`config.mk`:
```
export PLATFORM = sky130hd
export DESIGN_NAME = register_file_banked_flat
export DESIGN_NICKNAME = d
export VERILOG_FILES = /design/src/rtl/register_file_banked_if.sv /design/src/rtl/register_file_banked.sv /design/src/flat_wrapper.sv
export SDC_FILE = /design/constraint.sdc
export NUM_CORES = 1
export LEC_CHECK = 0
export BUFFER_PORTS_ARGS = -buffer_cell sky130_fd_sc_hd__buf_4
export CAP_MARGIN = 25
export CORE_UTILIZATION = 35
export CTS_BUF_LIST = sky130_fd_sc_hd__clkbuf_8
export DETAILED_ROUTE_END_ITERATION = 10
export PLACE_DENSITY_LB_ADDON = 0.08
export SLEW_MARGIN = 20
export SYNTH_ARGS = -nofsm -noshare
export SYNTH_HDL_FRONTEND = slang
export SYNTH_SLANG_ARGS = --single-unit
```
`constraint.sdc`:
```
create_clock -name Clock -period 2.6 [get_ports Clock]
set_input_delay 0 -clock Clock [delete_from_list [all_inputs] [get_ports Clock]]
set_output_delay 0 -clock Clock [all_outputs]
set_load 0.01 [all_outputs]
```
`src/rtl/register_file_banked_if.sv`:
```
// register_file_banked_if -- bus bundle for the banked register file.
//   RS, RT      : read port A / B addresses
//   RD          : write address
//   WriteData   : write data
//   RegWrite    : write enable
//   Save        : request copy main -> shadow
//   Restore     : request copy shadow -> main
//   ReadRS/RT   : combinational read data for ports A / B
//   Busy        : copy in progress
//   Done        : one-cycle pulse at copy completion
// master = requester side, slave = register file side.
interface register_file_banked_if #(
   parameter int DATA_W = 16,
   parameter int ADDR_W = 2
);
   logic [ADDR_W-1:0] RS;
   logic [ADDR_W-1:0] RT;
   logic [ADDR_W-1:0] RD;
   logic [DATA_W-1:0] WriteData;
   logic              RegWrite;
   logic              Save;
   logic              Restore;
   logic [DATA_W-1:0] ReadRS;
   logic [DATA_W-1:0] ReadRT;
   logic              Busy;
   logic              Done;

   modport master (
      output RS, RT, RD, WriteData, RegWrite, Save, Restore,
      input  ReadRS, ReadRT, Busy, Done
   );

   modport slave (
      input  RS, RT, RD, WriteData, RegWrite, Save, Restore,
      output ReadRS, ReadRT, Busy, Done
   );
endinterface

```
`src/rtl/register_file_banked.sv`:
```
// register_file_banked -- two-read / one-write register file with a shadow
// bank. Save copies main -> shadow, Restore copies shadow -> main, one
// register per cycle, sequenced by a small FSM.
//   Clock   : rising-edge clock for all state
//   Reset_n : synchronous active-low reset (clears both banks, FSM, index)
//   bus     : register_file_banked_if.slave (addresses, write port,
//             Save/Restore requests, read data, Busy/Done status)
module register_file_banked #(
   parameter int DATA_W   = 16,
   parameter int ADDR_W   = 2,
   parameter int ZERO_REG = 0
) (
   input  logic                   Clock,
   input  logic                   Reset_n,
   register_file_banked_if.slave  bus
);
   localparam int                DEPTH    = 2 ** ADDR_W;
   localparam logic [ADDR_W-1:0] LAST_IDX = ADDR_W'(DEPTH - 1);
   localparam logic [ADDR_W-1:0] ZERO_IDX = ADDR_W'(0);
   localparam logic [ADDR_W-1:0] ONE_IDX  = ADDR_W'(1);
   localparam bit                ZERO_EN  = (ZERO_REG != 0);

   typedef enum logic [1:0] {
      IDLE    = 2'd0,
      SAVE    = 2'd1,
      RESTORE = 2'd2,
      DONE    = 2'd3
   } state_t;

   logic [DATA_W-1:0] mainBank_r   [DEPTH];
   logic [DATA_W-1:0] shadowBank_r [DEPTH];
   state_t            state_r;
   state_t            nextState_s;
   logic [ADDR_W-1:0] copyIdx_r;
   logic              busy_r;
   logic              done_r;
   logic              wrEn_s;
   logic [DATA_W-1:0] readRs_s;
   logic [DATA_W-1:0] readRt_s;

   // Effective write enable: blocked while copying and for a hardwired R0.
   always_comb begin
      wrEn_s = bus.RegWrite && !busy_r && !(ZERO_EN && (bus.RD == ZERO_IDX));
   end

   // Next-state logic; requests are only looked at in IDLE, Save wins.
   always_comb begin
      nextState_s = state_r;
      case (state_r)
         IDLE: begin
            if (bus.Save) begin
               nextState_s = SAVE;
            end else if (bus.Restore) begin
               nextState_s = RESTORE;
            end else begin
               nextState_s = IDLE;
            end
         end
         SAVE, RESTORE: begin
            if (copyIdx_r == LAST_IDX) begin
               nextState_s = DONE;
            end else begin
               nextState_s = state_r;
            end
         end
         DONE:    nextState_s = IDLE;
         default: nextState_s = IDLE;
      endcase
   end

   // State register plus registered Busy/Done decoded from the next state.
   always_ff @(posedge Clock) begin
      if (!Reset_n) begin
         state_r <= IDLE;
         busy_r  <= 1'b0;
         done_r  <= 1'b0;
      end else begin
         state_r <= nextState_s;
         busy_r  <= (nextState_s == SAVE) || (nextState_s == RESTORE);
         done_r  <= (nextState_s == DONE);
      end
   end

   // Copy index: held at 0 outside a copy, steps once per copy cycle and
   // wraps back to 0 after the last register.
   always_ff @(posedge Clock) begin
      if (!Reset_n) begin
         copyIdx_r <= ZERO_IDX;
      end else if ((state_r == SAVE) || (state_r == RESTORE)) begin
         copyIdx_r <= copyIdx_r + ONE_IDX;
      end else begin
         copyIdx_r <= ZERO_IDX;
      end
   end

   // Bank storage: reset clear, one-register copy step, or normal write.
   always_ff @(posedge Clock) begin
      if (!Reset_n) begin
         for (int i = 0; i < DEPTH; i++) begin
            mainBank_r[i]   <= '0;
            shadowBank_r[i] <= '0;
         end
      end else if (state_r == SAVE) begin
         shadowBank_r[copyIdx_r] <= mainBank_r[copyIdx_r];
      end else if (state_r == RESTORE) begin
         if (!(ZERO_EN && (copyIdx_r == ZERO_IDX))) begin
            mainBank_r[copyIdx_r] <= shadowBank_r[copyIdx_r];
         end
      end else if (wrEn_s) begin
         mainBank_r[bus.RD] <= bus.WriteData;
      end
   end

   // Read ports with write-through bypass; a hardwired R0 always reads 0.
   always_comb begin
      if (ZERO_EN && (bus.RS == ZERO_IDX)) begin
         readRs_s = '0;
      end else if (wrEn_s && (bus.RD == bus.RS)) begin
         readRs_s = bus.WriteData;
      end else begin
         readRs_s = mainBank_r[bus.RS];
      end
      if (ZERO_EN && (bus.RT == ZERO_IDX)) begin
         readRt_s = '0;
      end else if (wrEn_s && (bus.RD == bus.RT)) begin
         readRt_s = bus.WriteData;
      end else begin
         readRt_s = mainBank_r[bus.RT];
      end
   end

   assign bus.ReadRS = readRs_s;
   assign bus.ReadRT = readRt_s;
   assign bus.Busy   = busy_r;
   assign bus.Done   = done_r;
endmodule

```
`src/flat_wrapper.sv`:
```
// flat-port wrapper written by rule: the top's interface ports become plain ports
module register_file_banked_flat 
#(
   parameter int DATA_W   = 16,
   parameter int ADDR_W   = 2,
   parameter int ZERO_REG = 0
)
  (Clock, Reset_n, bus_RS, bus_RT, bus_RD, bus_WriteData, bus_RegWrite, bus_Save, bus_Restore, bus_ReadRS, bus_ReadRT, bus_Busy, bus_Done);
  register_file_banked_if #(.DATA_W(DATA_W), .ADDR_W(ADDR_W)) bus_i ();
  input  logic Clock;
  input  logic Reset_n;
  input wire logic [$bits(bus_i.RS)-1:0] bus_RS;
  input wire logic [$bits(bus_i.RT)-1:0] bus_RT;
  input wire logic [$bits(bus_i.RD)-1:0] bus_RD;
  input wire logic [$bits(bus_i.WriteData)-1:0] bus_WriteData;
  input wire logic [$bits(bus_i.RegWrite)-1:0] bus_RegWrite;
  input wire logic [$bits(bus_i.Save)-1:0] bus_Save;
  input wire logic [$bits(bus_i.Restore)-1:0] bus_Restore;
  output wire logic [$bits(bus_i.ReadRS)-1:0] bus_ReadRS;
  output wire logic [$bits(bus_i.ReadRT)-1:0] bus_ReadRT;
  output wire logic [$bits(bus_i.Busy)-1:0] bus_Busy;
  output wire logic [$bits(bus_i.Done)-1:0] bus_Done;
  assign bus_i.RS = bus_RS;
  assign bus_i.RT = bus_RT;
  assign bus_i.RD = bus_RD;
  assign bus_i.WriteData = bus_WriteData;
  assign bus_i.RegWrite = bus_RegWrite;
  assign bus_i.Save = bus_Save;
  assign bus_i.Restore = bus_Restore;
  assign bus_ReadRS = bus_i.ReadRS;
  assign bus_ReadRT = bus_i.ReadRT;
  assign bus_Busy = bus_i.Busy;
  assign bus_Done = bus_i.Done;
  register_file_banked #(.DATA_W(DATA_W), .ADDR_W(ADDR_W), .ZERO_REG(ZERO_REG)) u_core (.Clock(Clock), .Reset_n(Reset_n), .bus(bus_i));
endmodule
```
==> results of run 1 <==
cells by family after synthesis:
| logic type | after synthesis |
|---|---|
| XOR/XNOR | 4 |
| buffers and inverters | 52 |
| AND/OR/NAND/NOR | 152 |
| multiplexers | 96 |
| AO/OA/AOI/OAI | 25 |
| adder cells (fa/ha/maj) | 6 |
| flip-flops | 134 |
final timing paths:
check | startpoint | end | depth (start not counted)
max | u_core.state_r[1]$_SDFF_PN0_ | u_core.mainBank_r[1][5]$_SDFFCE_PN0P_ | 6
min | bus_RD[0] | u_core.mainBank_r[0][3]$_SDFFCE_PN0P_ | 5
max reg2reg | u_core.state_r[1]$_SDFF_PN0_ | u_core.mainBank_r[1][5]$_SDFFCE_PN0P_ | 6
min reg2reg | u_core.mainBank_r[1][0]$_SDFFCE_PN0P_ | u_core.shadowBank_r[1][0]$_SDFFCE_PN0P_ | 1
state kept, by name, summed over array words and instances (netlist names):
signal / flops
u_core.bus.Done: 1
u_core.mainBank_r: 64
u_core.copyIdx_r: 2
u_core.bus.Busy: 1
u_core.shadowBank_r: 64
u_core.state_r: 2
power by group:
group          switching, mW  total [mW]  internal (mW)
registers             0.0731        2.56           2.49
clock network          0.841        1.68          0.834
logic                  0.399       0.826          0.427
worst max-delay path, cell delays in order, from the launching register on:
cell and delay, ns:
dfxtp_1 0.37, inv_1 0.07, ha_1 0.24, or4b_1 0.65, and3_4 0.25, o32ai_4 0.23
nand2_2 0.31
through the flow:
| step | cells | setup WS [ns] | power, mW |
|---|---|---|---|
| CTS | 849 | 0.0699 | 5.11 |
| detailed placement | 798 | 0.142 | 3.43 |
| floorplan | 469 | 0.0181 | 3.06 |
| global route | 849 | 0.0149 | 5.25 |
| global placement | 798 | 0.174 | 3.41 |
| finish | 849 | 0.141 | 5.07 |
cell usage after synthesis:
cell,number,area (um2)
a21o_1,1,7.51
a21oi_2,1,8.76
a22oi_1,16,120
and2_1,52,325
and3_1,1,6.26
and3_4,1,11.3
buf_1,4,15.0
buf_2,13,65.1
buf_4,1,7.51
buf_6,1,11.3
clkbuf_1,13,48.8
dfxtp_1,6,120
edfxtp_1,128,3840
ha_1,6,75.1
inv_1,20,75.1
mux2_2,32,360
mux4_2,64,1440
nand2_1,10,37.5
nand2_2,1,6.26
nand2b_1,1,6.26
nand3_1,3,15.0
nand3b_1,1,7.51
nand4_1,1,6.26
nand4b_1,1,8.76
nor2_1,54,203
nor2_2,1,6.26
nor2b_1,17,106
nor3_1,2,10.0
nor3_2,1,10.0
nor3b_1,2,15.0
nor4_1,1,6.26
nor4b_1,1,8.76
o21ai_0,5,25.0
o31a_1,1,8.76
o32ai_4,1,27.5
or4b_1,1,10.0
xnor2_1,4,35.0
layer usage:
layer / global-route usage [%] / vias up / wire (um) / share of wire (%)
li1: - / 2001 / - / -
met1: 25.6 / 2356 / 8600 / 43
met2: 35.8 / 115 / 10300 / 51
met3: 3.54 / 21 / 811 / 4.1
met4: 7.09 / 0 / 275 / 1.4
met5: 0 / - / 0 / 0
area by class of cell:
type / instances / area share [%]
Sequential cell: 134 / 46.0
Inverter: 20 / 0.871
Clock inverter: 15 / 1.60
Multi-Input combinational cell: 283 / 33.9
Timing Repair Buffer: 115 / 11.0
Tap cell: 265 / 3.85
Clock buffer: 17 / 2.71
==> summary.md, run 1 <==
| Metric | Value |
|---|---|
| Status | `finished clean` |
| Peak supply drop | `0.323 mV` |
| Total GRT Usage | `20.5%` |
| Antenna violations before repair | `0` |
| Hold/Removal Path Class | `input port to flip-flop` |
| Area after DPL | `8060 um2` |
| Synth warnings | `0` |
| RSZ-0062 raised after global routing | `no` |
| First-pass detailed-route iteration total | `4` |
| CTS Buf Count | `17` |
| Post-Syn Nets | `502` |
| Fraction of layout cells with a size suffix above 1 | `39.4%` |
| Via total after detailed routing | `4493` |
| WL/cell | `23.5 um` |
| Clk_skew | `0.0122 ns` |
| Hold_buf cts | `19` |
| Antenna-violating nets left | `0` |
| Routed vias/inst | `5.29` |
| IO Count | `61` |
| GRT overflow | `0` |
| Storage cell area | `3970 um2` |
| Area Growth Syn to Fin | `21.4%` |
| Hold Vio Cnt, Final | `0` |
| Dpl hpwl | `13200 um` |
| Final worst path period need | `2.46 ns` |
| Vias in the first global route | `4668` |
| Total Wirelength | `20000 um` |
| CTS tree | `yes` |
| Post-CTS setup buffers | `0` |
| Most common cell after layout, fill and taps aside | `edfxtp_1` |
| Clk buf depth | `2` |
| Clock sinks | `134` |
| Final nets | `604` |
| Synth Area in XOR/XNOR | `0.493%` |
| Post-synthesis mux area share | `25.4%` |
| Core Region | `19700 um2` |
| Fin crit share | `94.6%` |
| R2R Setup Slk | `0.14 ns` |
| Starting Density | `36.1%` |
| Drc violations | `0` |
| Worst setup EP type | `flip-flop` |
| Hold WS | `0.320 ns` |
| Final core area utilization | `43.9%` |
| Fraction of the mapped netlist area in simple logic gates | `11.3%` |
| Avg Inst Size Synth | `15.1 um2` |
| Mapped Area | `7100 um2` |
| Max-slew violations | `0` |
| Crit path arrival time | `2.58 ns` |
| Post-synthesis compound-gate area fraction | `2.78%` |
| MaxCap Viol Count | `0` |
| H-tree levels | `4` |
| FP Rows | `51` |
| Largest family of logic cells by synthesized area | `multiplexers` |
| Adder-cell share of the synthesized area | `1.06%` |
| Later-pin clock latency in the skew report | `0.45 ns` |
| Die height | `144 um` |
| Synth Instances | `469` |
| Pwr dens | `588 nW/um2` |
| Design Area, Final | `8620 um2` |
| # setup viols final | `0` |
| TNS Setup | `0 ns` |
| Pleak | `3.20 nW` |
| Antenna cells | `0` |
| Die Footprint | `20900 um2` |
| Clock Tree Root | `clkbuf_8` |
| DIE WIDTH | `144 um` |
| Initial DRC Count | `319` |
| Worst Tran Pin Value | `1.02 ns` |
| Crit Path Max Fanout | `16` |
| First-pass GRT wire length | `29200 um` |
| Setup Crit Path Kind | `flip-flop to flip-flop` |
| Port bufs | `60` |
| WP data required | `2.72 ns` |
| Largest net degree at the start of global routing | `25` |
| Area of the multi-input gates | `2930 um2` |
| Cell variety after synth | `37` |
| Post-cts resize count | `0` |
| Crit path launch type | `flip-flop` |
| Fmax | `407 MHz` |
| FF+latch count, synth | `134` |
| Routability Congestion | `0.715` |
| Clock-pin slew on the worst setup and hold paths | `0.08 ns` |
| Filler instances | `1872` |
| Slew margin rel. | `31.4%` |
| Post-synthesis sequential area ratio | `55.8%` |
| Commonest non-fill, non-tap cells in the layout | `128 x edfxtp_1, 93 x buf_4, 64 x mux4_2` |
Note: power is estimated with default switching activity, not from simulation.
==> inputs of run 2 (changes only) <==
ABC_AREA = 1   (was not set)
BUFFER_PORTS_ARGS = -buffer_cell sky130_fd_sc_hd__buf_2   (was -buffer_cell sky130_fd_sc_hd__buf_4)
REMOVE_ABC_BUFFERS = 1   (was not set)
==> run 2 against run 1 <==
Clock skew is 0.00072 ns lower. Synthesized cell count is 95% higher. Largest cell class unchanged. Highest routed layer unchanged. Sequential power is 2% higher. Non-clock buffer count is 14 lower. Combinational power is 25% higher. Die area is 5.1% higher. Largest power group unchanged.
==> summary.md, run 2 <==
| Metric | Value |
|---|---|
| CTS Buf Count | `17 (unchanged)` |
| FP Rows | `53 (+3.9%)` |
| Mapped Area | `7470 um2 (+5.2%)` |
| Yosys top cell area share | `51.4% (-2.7 points)` |
| Later-pin clock latency in the skew report | `0.44 ns (about the same)` |
| Storage cell area | `3970 um2 (unchanged)` |
| Hold Path Sink | `u_core.mainBank_r[3][9]$_DFFE_PP_` |
| First-pass GRT wire length | `34300 um (+17%)` |
| Antenna violations before repair | `0 (unchanged)` |
| Via total after detailed routing | `6305 (+40%)` |
| Post-synth EDFFs | `128 (unchanged)` |
| Non-filler instance count after layout | `1261 (+49%)` |
| Worst setup EP type | `output pin` |
| Dominant cell by count in the synthesized netlist | `nand2_1` |
| DIE WIDTH | `148 um (+2.5%)` |
| Cell variety after synth | `30 (-19%)` |
| Crit path arrival time | `2.44 ns (-0.14 ns)` |
| Post-synth ARST share | `0% (unchanged)` |
| Crit path cell chain | `nor2_1 -> nand3_1 -> o21ai_0 -> buf_2` |
| Clock Tree Root | `clkbuf_8` |
| Starting Density | `35.7% (-0.48 points)` |
| Cell taking the most area after synthesis | `edfxtp_1` |
| Hold Path Depth | `5 (unchanged)` |
| Fin crit share | `93.9% (-0.67 points)` |
| Die Footprint | `21900 um2 (+5.1%)` |
| Status | `finished clean` |
| Die height | `148 um (+2.5%)` |
| Total Wirelength | `22800 um (+14%)` |
| R2R Setup Slk | `0.40 ns (+0.26 ns)` |
| Post-cts resize count | `0 (unchanged)` |
| RSZ-0062 raised after global routing | `no` |
| Reg2Reg Depth | `9 (+3)` |
| RR Endpoint | `u_core.mainBank_r[0][10]$_SDFFCE_PN0P_` |
| Dpl hpwl | `15200 um (+15%)` |
| Synth Instances | `913 (+95%)` |
| CTS tree | `yes` |
| Pwr dens | `627 nW/um2 (+6.6%)` |
| Avg Inst Size Synth | `8.18 um2 (-46%)` |
| First-pass detailed-route iteration total | `5 (+1)` |
| Initial DRC Count | `440 (+38%)` |
| Drc violations | `0 (unchanged)` |
| TNS Setup | `0 ns (unchanged)` |
| Peak supply drop | `0.325 mV (+0.75%)` |
| Clk buf depth | `2 (unchanged)` |
| Hold/Removal Path Class | `input port to flip-flop` |
| Most common cell after layout, fill and taps aside | `nand2_1` |
| Antenna cells | `0 (unchanged)` |
| GRT overflow | `0 (unchanged)` |
| Slew margin rel. | `56.0% (+25 points)` |
| IO Count | `61 (unchanged)` |
| Top_reg_cell synth | `edfxtp_1` |
| Crit path launch type | `flip-flop` |
| Clock-pin slew on the worst setup and hold paths | `0.08 ns (about the same)` |
| Clock sinks | `134 (unchanged)` |
| Area of the multi-input gates | `2940 um2 (+0.34%)` |
| Total GRT Usage | `21.4% (+0.90 points)` |
| Slowest cell on crit path | `o21ai_0` |
| Max-slew violations | `0 (unchanged)` |
| H-tree levels | `4 (unchanged)` |
| FF+latch count, synth | `134 (unchanged)` |
| Final worst path period need | `2.44 ns (-0.0175 ns)` |
| # setup viols final | `0 (unchanged)` |
| WP data required | `2.60 ns (-0.12 ns)` |
| Core Region | `21000 um2 (+6.6%)` |
| Top post-synthesis cells by count | `215 x nand2_1, 185 x nor2_1, 128 x edfxtp_1, 89 x o21ai_0, 77 x inv_1` |
| CP delay by family, top | `simple AND/OR/NAND/NOR gates` |
| Post-synthesis sequential area ratio | `53.0% (-2.8 points)` |
| Worst path max stage delay | `0.59 ns (-0.06 ns)` |
| CP bufs+invs | `1 (unchanged)` |
| Worst Tran Pin Value | `0.658 ns (-0.363 ns)` |
| Crit Path Max Fanout | `14 (-2)` |
| Commonest non-fill, non-tap cells in the layout | `215 x nand2_1, 185 x nor2_1, 128 x edfxtp_1` |
| Hold Vio Cnt, Final | `0 (unchanged)` |
| Vias in the first global route | `5758 (+23%)` |
| Routability Congestion | `0.792 (+11%)` |
| Hold wc startpoint | `bus_WriteData[9]` |
| Filler instances | `2250 (+20%)` |
| Routed vias/inst | `5.00 (-5.5%)` |
| Critical R2R Launch | `u_core.state_r[1]$_SDFF_PN0_` |
| Synth warnings | `0 (unchanged)` |
| Largest net degree at the start of global routing | `65 (+160%)` |
| Final nets | `1006 (+67%)` |
| MaxCap Viol Count | `0 (unchanged)` |
| Pleak | `3.68 nW (+15%)` |
| Fraction of layout cells with a size suffix above 1 | `13.8% (-26 points)` |
| Area Growth Syn to Fin | `15.3%` |
| WL/cell | `18.1 um (-23%)` |
| Setup Crit Path Kind | `flip-flop to output pin` |
| Clk_skew | `0.0114 ns (-0.000721 ns)` |
| Antenna-violating nets left | `0 (unchanged)` |
| Placed insts | `1221 (+53%)` |
| Top post-synthesis cells by area | `edfxtp_1 51%, nand2_1 11%, nor2_1 9.3%` |
| Fmax | `410 MHz (+0.72%)` |
| Port bufs | `60 (unchanged)` |
| Largest regs | `u_core.mainBank_r x64, u_core.shadowBank_r x64` |
-- run 2: changes by cell type after synthesis, sizes merged, moves of 17 or more --
cell / delta
a21oi: +43
and2: -51
inv: +59
mux2: -32
mux4: -64
nand2: +209
nand3: +34
nor2: +133
nor2b: -17
o211ai: +33
o21ai: +84
-- run 2: through the flow --
| step | instance area (um2) | hold slack (ns) | setup slack, ns | total power, mW | utilization [%] |
|---|---|---|---|---|---|
| 3_3_place_gp | 8140 | 0.305 | 0.421 | 3.67 | 38.8 |
| 2_1_floorplan | 7190 | 0.0935 | -0.632 | 3.19 | - |
| 6_report | 8620 | 0.0360 | 0.158 | 5.40 | 41.1 |
| 4_1_cts | 8620 | 0.0108 | 0.148 | 5.44 | 41.1 |
| 3_5_place_dp | 8140 | 0.302 | 0.415 | 3.67 | 38.8 |
| 5_1_grt | 8620 | 0.0343 | 0.0435 | 5.65 | 41.1 |
-- run 2: layout make-up --
cell class | instances | area share [%]
well taps | 275 | 3.99
clock buffers | 17 | 2.71
inverters | 79 | 3.44
flip-flops and latches | 134 | 46.0
repair buffers | 101 | 7.87
multi-input cells | 640 | 34.1
clock inverters | 15 | 1.90
-- run 2: kinds of logic after synthesis --
group                      count (synthesis)  share of synthesized area, %
adders and majority gates                  6                          1.00
DFF                                      134                          53.0
AOI/OAI and AO/OA                        181                          13.8
xor gates and xnor gates                   3                         0.352
and+or+nand+nor                          450                          24.0
buffers and inverters                    139                          7.74
-- run 2: routing by layer --
metal | vias up | global-route usage (%) | share of wire (%)
li1 | 3144 | - | -
met1 | 2986 | 30.7 | 48
met2 | 153 | 32.8 | 45
met3 | 22 | 3.68 | 4.6
met4 | 0 | 6.65 | 1.7
met5 | - | 0 | 0
-- run 2: how the worst max path moves through the flow --
stage,startpoint,endpoint,slack (ns),depth (start not counted)
after floorplan,u_core.copyIdx_r[0]$_SDFF_PN0_,u_core.shadowBank_r[0][0]$_SDFFCE_PN0P_,-0.63,3
after detailed placement,u_core.state_r[1]$_SDFF_PN0_,u_core.mainBank_r[0][9]$_SDFFCE_PN0P_,0.41,9
after global placement,u_core.state_r[1]$_SDFF_PN0_,u_core.mainBank_r[0][9]$_SDFFCE_PN0P_,0.42,9
after CTS,u_core.bus.Busy$_SDFF_PN0_,bus_ReadRS[6],0.15,4
after global routing,u_core.bus.Busy$_SDFF_PN0_,bus_ReadRS[6],0.04,4
final,u_core.bus.Busy$_SDFF_PN0_,bus_ReadRS[6],0.16,4
-- run 2: report_power, final --
group | internal [mW] | leakage (nW) | switching, mW
Combinational | 0.318 | 2.12 | 0.713
Clock | 0.933 | 0.189 | 0.837
Sequential | 2.54 | 1.37 | 0.0633
Total | 3.79 | 3.68 | 1.61
-- run 2: worst min-delay path, cell delays in order --
cell	delay (ns)
buf_2	0.07
inv_1	0.06
nor2_1	0.10
nor2_1	0.09
inv_1	0.06
-- run 2: what timing repair did --
item / in CTS / in global routing
hold endpoints to repair: 9 / 0
setup buffers: 0 / 0
hold buffers: 8 / 0
==> inputs of run 3 (changes only) <==
CAP_MARGIN = 20   (was 25)
CORE_UTILIZATION = 49   (was 35)
CTS_CLUSTER_SIZE = 28   (was not set)
==> run 3 against run 2 <==
The run now ends with DRC left. Global-route usage is 6.5 points higher. Worst setup slack better by 0.14 ns. Worst hold slack better by 0.0016 ns. Die area is 28% lower. Sequential cell count stayed put. Non-clock buffer count is 1 lower. Register-to-register slack worse by 0.11 ns.
==> summary.md, run 3 (synthesis results as in run 2) <==
| Metric | Value |
|---|---|
| Final worst path period need | `2.31 ns (-0.136 ns)` |
| RSZ-0062 raised after global routing | `no` |
| Reg power frac | `50.5% (+2.4 points)` |
| Die height | `125 um (-15%)` |
| Clk_skew | `0.0104 ns (-0.00100 ns)` |
| Hold_buf cts | `6 (-2)` |
| IO Count | `61 (unchanged)` |
| First-pass GRT wire length | `33000 um (-3.7%)` |
| Int Pwr | `3.65 mW (-3.7%)` |
| Slowest cell on crit path | `dfxtp_1` |
| GRT overflow | `0 (unchanged)` |
| Worst path max stage delay | `0.39 ns (-0.20 ns)` |
| Critical Path Most Common Cell | `nand2_1` |
| Logic pwr share | `19.3% (+0.2 points)` |
| Critical R2R Launch | `u_core.state_r[1]$_SDFF_PN0_` |
| Antenna-violating nets left | `0 (unchanged)` |
| Clk buf depth | `2 (unchanged)` |
| Placed insts | `1131 (-7.4%)` |
| Post-CTS setup buffers | `0 (unchanged)` |
| Clock sinks | `134 (unchanged)` |
| CP delay by family, top | `simple AND/OR/NAND/NOR gates` |
| Status | `finished with violations` |
| Starting Density | `50.8% (+15 points)` |
| Hold Vio Cnt, Final | `0 (unchanged)` |
| Pwr dens | `614 nW/um2 (-2.0%)` |
| Total Wirelength | `20900 um (-8.4%)` |
| Worst setup EP type | `flip-flop` |
| Routed vias/inst | `5.56 (+11%)` |
| Largest net degree at the start of global routing | `59 (-9.2%)` |
| Antenna violations before repair | `0 (unchanged)` |
| Hold Path Sink | `u_core.mainBank_r[3][14]$_DFFE_PP_` |
| Design Area, Final | `8410 um2 (-2.4%)` |
| CTS Buf Count | `17 (unchanged)` |
| First-pass detailed-route iteration total | `8 (+3)` |
| Psw | `1.52 mW (-6.0%)` |
| Crit path arrival time | `2.46 ns (+0.02 ns)` |
| Reg2Reg Depth | `8 (-1)` |
| Crit path launch type | `flip-flop` |
| FP Rows | `44 (-17%)` |
| Slew margin rel. | `58.1% (+2.1 points)` |
| CTS tree | `yes` |
| Total GRT Usage | `27.9% (+6.5 points)` |
| Worst Tran Pin Value | `0.627 ns (-0.0309 ns)` |
| Setup Crit Path Kind | `flip-flop to flip-flop` |
| Hold WS | `0.0376 ns (+0.00163 ns)` |
| Most common cell after layout, fill and taps aside | `nand2_1` |
| RR Endpoint | `u_core.mainBank_r[2][2]$_SDFFCE_PN0P_` |
| Die Footprint | `15700 um2 (-28%)` |
| # setup viols final | `0 (unchanged)` |
| Area Growth Syn to Fin | `12.5%` |
| Routability Congestion | `0.876 (+11%)` |
| Initial DRC Count | `568 (+29%)` |
| Violated checks | `DRC` |
| Clock Tree Root | `clkbuf_8` |
| Filler instances | `1357 (-40%)` |
| Hold wc startpoint | `bus_WriteData[14]` |
| Later-pin clock latency in the skew report | `0.44 ns (about the same)` |
| Hold/Removal Path Class | `input port to flip-flop` |
| Via total after detailed routing | `6500 (+3.1%)` |
| MaxCap Viol Count | `0 (unchanged)` |
| Commonest non-fill, non-tap cells in the layout | `215 x nand2_1, 185 x nor2_1, 128 x edfxtp_1` |
| Max-slew violations | `0 (unchanged)` |
| H-tree levels | `4 (unchanged)` |
| Core Region | `14700 um2 (-30%)` |
| Largest regs | `u_core.mainBank_r x64, u_core.shadowBank_r x64` |
| Hold Path Depth | `5 (unchanged)` |
| WP data required | `2.75 ns (+0.15 ns)` |
| Non-filler instance count after layout | `1169 (-7.3%)` |
| Dpl hpwl | `14500 um (-4.5%)` |
| Fmax | `434 MHz (+5.9%)` |
| DIE WIDTH | `125 um (-15%)` |
| Antenna cells | `0 (unchanged)` |
| Crit Path Max Fanout | `13 (-1)` |
| WL/cell | `17.9 um (-1.2%)` |
| R2R Setup Slk | `0.29 ns (-0.11 ns)` |
| Crit path cell chain | `inv_1 -> ha_1 -> nor2_4 -> nand3_2 -> nand2_1 -> nand3_4 -> nand2_1 -> buf_4` |
| Fin crit share | `88.7% (-5.2 points)` |
| Pleak | `3.69 nW (+0.22%)` |
| CP bufs+invs | `2 (+1)` |
| Sw frac | `29.4% (-0.49 points)` |
| Peak supply drop | `0.311 mV (-4.4%)` |
| Clk pwr share | `30.3% (-2.5 points)` |
| Final nets | `1005 (-0.099%)` |
| Drc violations | `1 (+1)` |
| Port bufs | `60 (unchanged)` |
| Area after DPL | `8000 um2 (-1.8%)` |
| Fraction of layout cells with a size suffix above 1 | `13.5% (-0.29 points)` |
| Clock-pin slew on the worst setup and hold paths | `0.07 ns (about the same)` |
| Vias in the first global route | `6279 (+9.0%)` |
| Post-cts resize count | `0 (unchanged)` |
[run 3: cell types whose count changed in the layout (fill, tap and decap cells not counted)]
cell and delta:
buf_12 -3, bufinv_16 -2, clkinvlp_4 -4, clkinv_1 -3, dlygate4sd3_1 -2, dfxtp_2 -1
inv_6 -1, clkbuf_8 +3, inv_1 +6, clkinv_2 +2, dfxtp_1 +1, buf_4 +4
clkinv_4 -1
[run 3: cell type report]
type / instances / area [um2] / share of cell area, %
Tap cell: 184 / 230 / 2.74
Clock inverter: 12 / 77.6 / 0.923
Timing Repair Buffer: 100 / 628 / 7.47
Clock buffer: 20 / 275 / 3.27
Inverter: 79 / 297 / 3.53
Multi-Input combinational cell: 640 / 2940 / 34.9
Sequential cell: 134 / 3970 / 47.2
[run 3: worst reg2reg max path: stages (launching register included)]
cell and delay [ns]:
dfxtp_1 0.39, inv_1 0.08, ha_1 0.23, nor2_4 0.18
nand3_2 0.30, nand2_1 0.25, nand3_4 0.09, nand2_1 0.28
buf_4 0.23
[run 3: per-stage QoR]
step	total power, mW	setup slack, ns	setup TNS, ns	utilization, %
floorplan	3.19	-0.632	-44.27	-
global placement	3.60	0.392	0	54.4
detailed placement	3.63	0.270	0	54.4
CTS	5.18	0.260	0	57.2
global route	5.40	0.111	0	57.2
finish	5.16	0.295	0	57.2
[run 3: worst max-delay path by stage]
stage               cells after the start                            from                                 endpoint
detailed placement                      8    u_core.state_r[1]$_SDFF_PN0_    u_core.mainBank_r[2][1]$_SDFFCE_PN0P_
CTS                                     8    u_core.state_r[1]$_SDFF_PN0_    u_core.mainBank_r[2][5]$_SDFFCE_PN0P_
floorplan                               3  u_core.copyIdx_r[0]$_SDFF_PN0_  u_core.shadowBank_r[0][0]$_SDFFCE_PN0P_
finish                                  8    u_core.state_r[1]$_SDFF_PN0_    u_core.mainBank_r[2][2]$_SDFFCE_PN0P_
global route                            8    u_core.state_r[1]$_SDFF_PN0_    u_core.mainBank_r[2][0]$_SDFFCE_PN0P_
global placement                        8    u_core.state_r[1]$_SDFF_PN0_    u_core.mainBank_r[2][4]$_SDFFCE_PN0P_
[run 3: power by group through the flow]
stage	Combinational [mW]	Clock, mW	Sequential (mW)
2_1_floorplan	0.545	0	2.65
3_3_place_gp	0.955	0	2.65
3_5_place_dp	0.979	0	2.65
4_1_cts	0.990	1.59	2.60
5_1_grt	1.11	1.68	2.62
6_report	0.994	1.56	2.61
[run 3: metal layers]
| metal | global-route usage (%) | part of all wire, % | wire length, um |
|---|---|---|---|
| met2 | 46.5 | 49 | 10200 |
| met5 | 0 | 0 | 0 |
| met3 | 5.99 | 7.3 | 1530 |
| met1 | 36.2 | 43 | 8940 |
| met4 | 8.90 | 1.2 | 249 |
